File: src/rtl/bitmap_scan_reader.sv
// Display-side reader for the 256x256 4bpp bitmap RAM: fetches one scanline of
// 16-bit words through the arbiter, buffers two words and serialises pixels.
module bitmap_scan_reader #(
    parameter int WORDS_PER_LINE = 64,
    parameter int FIFO_DEPTH     = 2
) (
    input  logic        clk,
    input  logic        reset,
    input  logic        pix_ce,
    input  logic        line_start,
    input  logic [7:0]  vline,
    input  logic [7:0]  hscroll,
    input  logic [7:0]  vscroll,
    output logic        rd_req,
    output logic [13:0] rd_addr,
    input  logic        rd_ack,
    input  logic        rd_valid,
    input  logic [15:0] rd_data,
    output logic [3:0]  pix_out,
    output logic        pix_valid,
    output logic        underflow
);
    localparam int PIX_PER_LINE = WORDS_PER_LINE * 4;
    localparam int WL_W = $clog2(WORDS_PER_LINE + 2);
    localparam int PL_W = $clog2(PIX_PER_LINE + 1);
    localparam logic [1:0] DEPTH = 2'(FIFO_DEPTH);

    typedef enum logic [1:0] {IDLE, PREFETCH, RUN} state_t;
    state_t state_reg, state_next;

    logic [7:0]      row_reg;
    logic [5:0]      col_reg;
    logic [1:0]      k_reg;
    logic [WL_W-1:0] words_left_reg;
    logic [PL_W-1:0] pix_left_reg;
    logic            outstanding_reg;
    logic            discard_reg;
    logic            restart_reg;
    logic [1:0]      wr_ptr_reg;
    logic [1:0]      rd_ptr_reg;
    logic [15:0]     fifo_mem [2];
    logic [3:0]      pix_out_reg;
    logic            pix_valid_reg;
    logic            underflow_reg;

    logic [1:0]  fifo_count;
    logic        fifo_empty;
    logic        fifo_full;
    logic [15:0] head_word;
    logic [3:0]  head_nib [4];
    logic        ack_fire;
    logic        run_pix;
    logic        last_pix;
    logic        push;
    logic        pop;
    logic        flush;

    // Pointers carry a wrap bit, so the difference is the occupancy 0..2.
    assign fifo_count = wr_ptr_reg - rd_ptr_reg;
    assign fifo_empty = (fifo_count == 2'd0);
    assign fifo_full  = (fifo_count == DEPTH);
    assign head_word  = fifo_mem[rd_ptr_reg[0]];

    generate
        for (genvar gi = 0; gi < 4; gi++) begin : g_nib
            assign head_nib[gi] = head_word[4*gi +: 4];
        end
    endgenerate

    always_ff @(posedge clk) begin
        if (reset) begin
            state_reg <= IDLE;
        end else begin
            state_reg <= state_next;
        end
    end

    always_comb begin
        state_next = state_reg;
        rd_req     = 1'b0;
        ack_fire   = 1'b0;
        run_pix    = 1'b0;
        last_pix   = 1'b0;
        pop        = 1'b0;
        flush      = 1'b0;
        push       = 1'b0;

        // restart_reg blanks the request for one cycle after a line restart.
        rd_req   = (state_reg != IDLE) && (words_left_reg != '0) && !outstanding_reg &&
                   !restart_reg &&
                   (({1'b0, fifo_count} + {2'b00, outstanding_reg}) < {1'b0, DEPTH});
        ack_fire = rd_req && rd_ack;
        run_pix  = (state_reg == RUN) && pix_ce && !line_start;
        last_pix = run_pix && (pix_left_reg == PL_W'(1));
        pop      = run_pix && !fifo_empty && (k_reg == 2'd3);
        flush    = line_start || last_pix;
        push     = rd_valid && outstanding_reg && !discard_reg && (state_reg != IDLE) && !flush;

        if (line_start) begin
            state_next = PREFETCH;
        end else begin
            case (state_reg)
                PREFETCH: if (fifo_full) state_next = RUN;
                RUN:      if (last_pix) state_next = IDLE;
                default:  state_next = state_reg;
            endcase
        end
    end

    always_ff @(posedge clk) begin
        if (reset) begin
            row_reg         <= '0;
            col_reg         <= '0;
            k_reg           <= '0;
            words_left_reg  <= '0;
            pix_left_reg    <= '0;
            outstanding_reg <= 1'b0;
            discard_reg     <= 1'b0;
            restart_reg     <= 1'b0;
            wr_ptr_reg      <= '0;
            rd_ptr_reg      <= '0;
            pix_out_reg     <= '0;
            pix_valid_reg   <= 1'b0;
            underflow_reg   <= 1'b0;
        end else begin
            restart_reg <= line_start;

            if (ack_fire) begin
                outstanding_reg <= 1'b1;
            end else if (rd_valid) begin
                outstanding_reg <= 1'b0;
            end

            // A read still in flight across a restart belongs to the old line.
            if (line_start) begin
                discard_reg <= (outstanding_reg && !rd_valid) || ack_fire;
            end else if (rd_valid) begin
                discard_reg <= 1'b0;
            end

            if (line_start) begin
                row_reg        <= vline + vscroll;
                col_reg        <= hscroll[7:2];
                k_reg          <= hscroll[1:0];
                words_left_reg <= WL_W'(WORDS_PER_LINE) + WL_W'(hscroll[1:0] != 2'b00);
                pix_left_reg   <= PL_W'(PIX_PER_LINE);
                wr_ptr_reg     <= '0;
                rd_ptr_reg     <= '0;
                pix_out_reg    <= '0;
                pix_valid_reg  <= 1'b0;
            end else begin
                if (ack_fire) begin
                    col_reg        <= col_reg + 6'd1;
                    words_left_reg <= words_left_reg - WL_W'(1);
                end

                if (flush) begin
                    wr_ptr_reg <= '0;
                    rd_ptr_reg <= '0;
                end else begin
                    if (push) wr_ptr_reg <= wr_ptr_reg + 2'd1;
                    if (pop)  rd_ptr_reg <= rd_ptr_reg + 2'd1;
                end

                if (pix_ce) begin
                    if (state_reg == RUN) begin
                        pix_valid_reg <= 1'b1;
                        pix_out_reg   <= fifo_empty ? 4'd0 : head_nib[k_reg];
                        underflow_reg <= underflow_reg | fifo_empty;
                        k_reg         <= k_reg + 2'd1;
                        pix_left_reg  <= pix_left_reg - PL_W'(1);
                    end else begin
                        pix_valid_reg <= 1'b0;
                        pix_out_reg   <= '0;
                    end
                end
            end
        end
    end

    always_ff @(posedge clk) begin
        if (push) begin
            fifo_mem[wr_ptr_reg[0]] <= rd_data;
        end
    end

    assign rd_addr   = {row_reg, col_reg};
    assign pix_out   = pix_out_reg;
    assign pix_valid = pix_valid_reg;
    assign underflow = underflow_reg;

endmodule

File: config.mk
export PLATFORM = sky130hd
export DESIGN_NAME = bitmap_scan_reader
export DESIGN_NICKNAME = d
export VERILOG_FILES = /design/src/rtl/bitmap_scan_reader.sv
export SDC_FILE = /design/constraint.sdc
export NUM_CORES = 1
export LEC_CHECK = 0
export BUFFER_PORTS_ARGS = -buffer_cell sky130_fd_sc_hd__buf_2
export CAP_MARGIN = 20
export CORE_MARGIN = 2
export CORE_UTILIZATION = 50
export DETAILED_ROUTE_END_ITERATION = 6
export MAX_ROUTING_LAYER = met4
export PLACE_DENSITY = 0.75
export SYNTH_ARGS = -nofsm -noshare
export SYNTH_HDL_FRONTEND = slang
export SYNTH_SLANG_ARGS = --single-unit
export TNS_END_PERCENT = 100
File: constraint.sdc
create_clock -name clk -period 2.6 [get_ports clk]
set_input_delay 0.26 -clock clk [delete_from_list [all_inputs] [get_ports clk]]
set_output_delay 0.26 -clock clk [all_outputs]
set_load 0.02 [all_outputs]
# Word-level counts from Yosys, hierarchy flattened
# Memories as Yosys holds them, arrays and structs flattened. A register that Yosys moved wholly into a read port is not among the register bits.
# Index checks and enable logic that the tools add are counted.
[word_totals]
reg_bits = 47
latch_bits = 0
ramBits = 32
rom_bits = 0
input_bits = 46
out_inout_bits = 21
wordCells = 110
mem_count = 1
[memory_table]
columns = ["name", "words", "width", "read_ports", "rd_ports_with_merged_regs", "wr", "line_no", "text"]
rows = [
  ["fifo_mem", 2, 16, 1, 1, 1, "41", "logic [15:0] fifo_mem [2];"],
]
[classes]
add_sub_neg = 10
multipliers = 0
div_mod_pow = 0
magnitude_cmp = 2
n_eq_ne = 9
shifts = 0
mux = 27
bitwise = 3
n_reduce_logical = 42
[ops]
columns = ["operator", "count"]
rows = [
  ["two-way mux 9 bit", 3],
  ["two-way mux 4 bit", 4],
  ["nonzero test 2 bit", 8],
  ["logical AND 1 bit", 15],
  ["two-way mux 7 bit", 2],
  ["two-way mux 6 bit", 2],
  ["two-way mux 2 bit", 5],
  ["== test 9 x 1 -> 1 bit (second input constant)", 1],
  ["two-way mux 1 bit", 9],
  ["AND reduction 3 bit", 3],
  ["subtractor 9 x 1 -> 9 bit (second input constant)", 1],
  ["adder 8 bit", 1],
  ["binary-select mux 4 bit (select 2 bit)", 1],
  ["adder 7 x 1 -> 7 bit (first input constant)", 1],
  ["zero test 1 bit", 7],
  ["nonzero test 7 bit", 1],
  ["subtractor 7 x 1 -> 7 bit (second input constant)", 1],
  ["adder 2 x 1 -> 2 bit (second input constant)", 3],
  ["adder 6 x 1 -> 6 bit (second input constant)", 1],
  ["== test 2 bit (second input constant)", 3],
  ["inequality test 3 bit (second input constant)", 2],
  ["inequality test 2 bit (second input constant)", 2],
  ["one-hot mux 2 bit (2 select lines)", 1],
  ["AND reduction 2 bit", 2],
  ["other kinds (13)", 14],
]

# Depth between registers and ports, before layout
[depth]
depth_word = 9
depth_mapped = 7
depth_no_buf = 6

# Least setup slack after synthesis
# OpenSTA, ideal clock, no wires.
[synth_path]
path_kind = "register to register"
from = "register pix_left_reg[1]"
to = "memory fifo_mem[0][0] (enable)"
setup_ns = 0.409
arrival_ns = 2.080
required_ns = 2.191
slack_ns = 0.111
path_stages_with_launch = 6
path_buffers = 0
period_less_slack_ns = 2.489
path_cell_list = "dfxtp_1 -> inv_1 -> ha_1 -> nor4b_1 -> and3_1 -> nor3_1"
[synth_between]
elab_chain_cells = 7
[synth_lines]
columns = ["element", "line_no", "text"]
rows = [
  ["start, declared", "35", "logic [PL_W-1:0] pix_left_reg;"],
  ["start signal, assigned", "146", "pix_left_reg <= PL_W'(PIX_PER_LINE);"],
  ["start signal, assigned", "171", "pix_left_reg <= pix_left_reg - PL_W'(1);"],
  ["== test 9 x 1 -> 1 bit", "94", "last_pix = run_pix && (pix_left_reg == PL_W'(1));"],
  ["logical AND 1 bit", "94", ""],
  ["logical OR 1 bit", "96", "flush = line_start || last_pix;"],
  ["zero test 1 bit", "97", "push = rd_valid && outstanding_reg && !discard_reg && (state_reg != IDLE) && !flush;"],
  ["logical AND 1 bit", "97", ""],
  ["two-way mux 1 bit", "182", "if (push) begin"],
  ["two-way mux 1 bit (not written as such)", "183", "fifo_mem[wr_ptr_reg[0]] <= rd_data;"],
  ["end, declared", "41", ""],
]
# Every way passes these cells.

# Worst setup path after layout
[layout_path]
from = "register wr_ptr_reg[0]"
to = "output port rd_req"
[layout_between]
elab_chain_cells = 4
[layout_lines]
columns = ["element", "line_no", "text"]
rows = [
  ["start, declared", "39", "logic [1:0] wr_ptr_reg;"],
  ["start signal, assigned", "161", "if (push) wr_ptr_reg <= wr_ptr_reg + 2'd1;"],
  ["subtractor 2 bit", "59", "assign fifo_count = wr_ptr_reg - rd_ptr_reg;"],
  ["adder 2 x 1 -> 3 bit", "91", "(({1'b0, fifo_count} + {2'b00, outstanding_reg}) < {1'b0, DEPTH});"],
  ["< comparator 3 x 2 -> 1 bit", "91", ""],
  ["logical AND 1 bit", "90", "!restart_reg &&"],
  ["end, declared", "14", "output logic rd_req,"],
]
# Every way passes these cells.

==> impl_metrics.ini <==
[synth]
synth.most_common_cell = dfxtp_1
ys.flop_type = dfxtp_1
ys_seq_area_frac = 0.502
synthXorXnorAreaFrac = 0.0431
syn_avg_cell_area_um2 = 11.0
syn_inst = 349
yosys-top-cells-area = dfxtp_1 (25%), edfxtp_1 (25%), mux4_2 (4.7%)
synthTopCellsByCount = dfxtp_1 (48), nor2_1 (33), edfxtp_1 (32)
synth-edff-count = 32
yosys_warnings = 0
syn-cell-area_mm2 = 0.00383
yosysTopAreaCell = dfxtp_1
synth.mux.area_fraction = 0.0706
ys_ff_latch = 80
synth_fa_ha_area_frac = 0.0510
synth-compound-area-share = 0.114
synth_simple_gate_area_frac = 0.176
syn_nets = 410
synth_cell_types = 53
synth_top_area_frac = 0.251
synth_top_family_by_area = simple AND/OR/NAND/NOR gates
async_flop_share = 0

[sta]
fmax_mhz = 433
worst_pin_slew_ps = 656
min_period_over_period = 0.888
rsz0062_at_grt = no
post-route-min-period_ps = 2310
skew_ps = 9.10
fin_setup_tns_ps = 0
slew_headroom = 0.556
setup_viol = 0
drv_slew = 0
finalHoldViolations = 0

[cells_and_area]
drive_gt1_frac = 0.248
stdcell_count = 518
largest_reg_flops = 32
utilization = 0.607
antennaDiodeCount = 0
syn_to_final_growth_pct = 16.2
fin_nets = 475

[global_route]
grt-ovfl-total = 0
gr-usage-met2 = 0.347
grt_pass1_vias = 2877
grt_pass1_wl_um = 13600
grt_max_degree = 31
antenna_found_initial = 0
met1_usage = 0.257
grt_use_total = 0.211
busiest_layer = met2
use_met3 = 0.0415

[worst_setup_path]
worst-r2r-setup-slack_ps = 570
cp-start-kind = flip-flop
critPathKind = reg2out
worstPathRequired_ps = 2340
rr_worst_depth = 4
crit_path_max_incr_delay_ps = 440
critPathSlowestCell = xor3_2
r2r_end = fifo_mem[0][15]
cp_max_fo = 18
cp-end-kind = output pin
critPathArrivalTime_ps = 2050
rr_startpoint = state_reg[1]
startpoint = wr_ptr_reg[0]
cp-endpoint = rd_req
worstPathCellList = inv_1 > ha_1 > xor3_2 > nor3_1 > buf_2

[hold_path]
hold_path_depth = 1
min-delay-path-class = in2reg

[placed_design]
port_buffers = 66
place_hpwl_um = 5670
placed_cells = 502
gp_congestion = 0.875

[clock_tree]
clk_pin_slew_ps = 90
clockBufferDepth = 2
post_cts_buffers = 0
cts_buffers = 9
cts_hold_buf = 0
htreeDepth = 3
clock_latency_ps = 360
clock-sinks = 80
cts_tree = built
cts_root_buf = clkbuf_8
cts_resized = 0

[routing]
dr.pass1.iters = 5
first_iter_violations = 166
viasPerCell = 5.71
drt.antenna.violating_nets = 0
routedWlPerCell_um = 15.7
drc = 0
vias = 2958
routed_wl_um = 8130

[floorplanning]
die_w_um = 91.5
fp-row-count = 31
dieArea_mm2 = 0.00838
initial_core_util = 0.522
dieHeight_um = 91.5
core_mm2 = 0.00733
pin_count = 67

[flow_run]
max-cap-violations = 0

[power_and_ir_drop]
ir_drop_mv = 0.414
p_per_area_mw_per_mm2 = 608
power.leakage_nw = 1.71
p_total_mw = 2.71

[run_status]
status = finished, final reports clean
[worst max-delay path: cells and delay by family (launching register included)]
kind          cells  cell delay, ps
xor+xnor          1             440
buf+inv           2             370
simple gates      1             340
flops             1             320
fa+ha+maj         1             220
[metrics by stage]
step / cell area, µm² / setup slack, ps / hold WS [ps]
floorplan: 3830 / 111 / 359
global placement: 4220 / 453 / 448
detailed placement: 4220 / 384 / 452
CTS: 4450 / 276 / 65.6
global route: 4450 / 114 / 73.7
finish: 4450 / 292 / 85.5
[cell usage in the layout, fill, tap and decap left out, types with 3 or more instances in the layout]
master / n
o21ai_0: 8
a311oi_1: 5
buf_2: 66
xnor2_1: 9
o311ai_0: 3
nor4_1: 9
nor3_1: 6
and3_1: 3
inv_1: 12
xor2_1: 7
nand3_1: 9
o31ai_1: 7
or3_1: 3
inv_6: 4
a21oi_1: 15
a211oi_1: 5
or4_1: 5
clkbuf_8: 9
mux4_2: 8
nand2_1: 24
a31oi_1: 3
mux2i_1: 9
buf_4: 6
nand4b_1: 3
nand2b_1: 4
dfxtp_1: 48
nor2_1: 33
ha_1: 14
edfxtp_1: 32
nor4b_1: 3
nand4_1: 10
[logic make-up (layout without fill, tap and decap cells)]
| family | count (synthesis) | in the layout |
|---|---|---|
| xor gates and xnor gates | 17 | 17 |
| muxes | 17 | 17 |
| and+or+nand+nor | 127 | 127 |
| buffers and inverters | 31 | 101 |
| AOI/OAI and AO/OA | 62 | 62 |
| adders and majority gates | 15 | 15 |
| DFF | 80 | 80 |
[layer usage]
layer | vias to the layer above | routed length (µm)
li1 | 1456 | -
met2 | 65 | 4020
met5 | - | 0
met3 | 15 | 321
met4 | 0 | 163
met1 | 1422 | 3620
[worst min path at each step]
| stage | startpoint | endpoint | slack [ps] |
|---|---|---|---|
| 6_report | rd_data[5] | fifo_mem[0][5] | 90 |
| 5_1_grt | rd_data[14] | fifo_mem[1][14] | 70 |
| 4_1_cts | rd_data[1] | fifo_mem[0][1] | 70 |
| 3_5_place_dp | rd_data[7] | fifo_mem[0][7] | 450 |
| 3_3_place_gp | rd_data[13] | fifo_mem[0][13] | 450 |
| 2_1_floorplan | rd_data[0] | fifo_mem[0][0] | 360 |
[area by class of cell]
class / count / area [µm²]
multi-input cells: 238 / 1750
clock buffers: 9 / 124
well taps: 99 / 124
inverters: 13 / 48.8
repair buffers: 72 / 375
clock inverters: 7 / 106
flip-flops and latches: 80 / 1920
fillers: 605 / 2880
[power breakdown]
part	internal [mW]	switching (mW)	total (mW)	leakage, nW
logic	0.118	0.166	0.283	0.918
clock network	0.561	0.499	1.06	0.117
registers	1.33	0.0310	1.36	0.679
total	2.01	0.696	2.71	1.71
No activity file was read; power rests on OpenSTA's default activity.
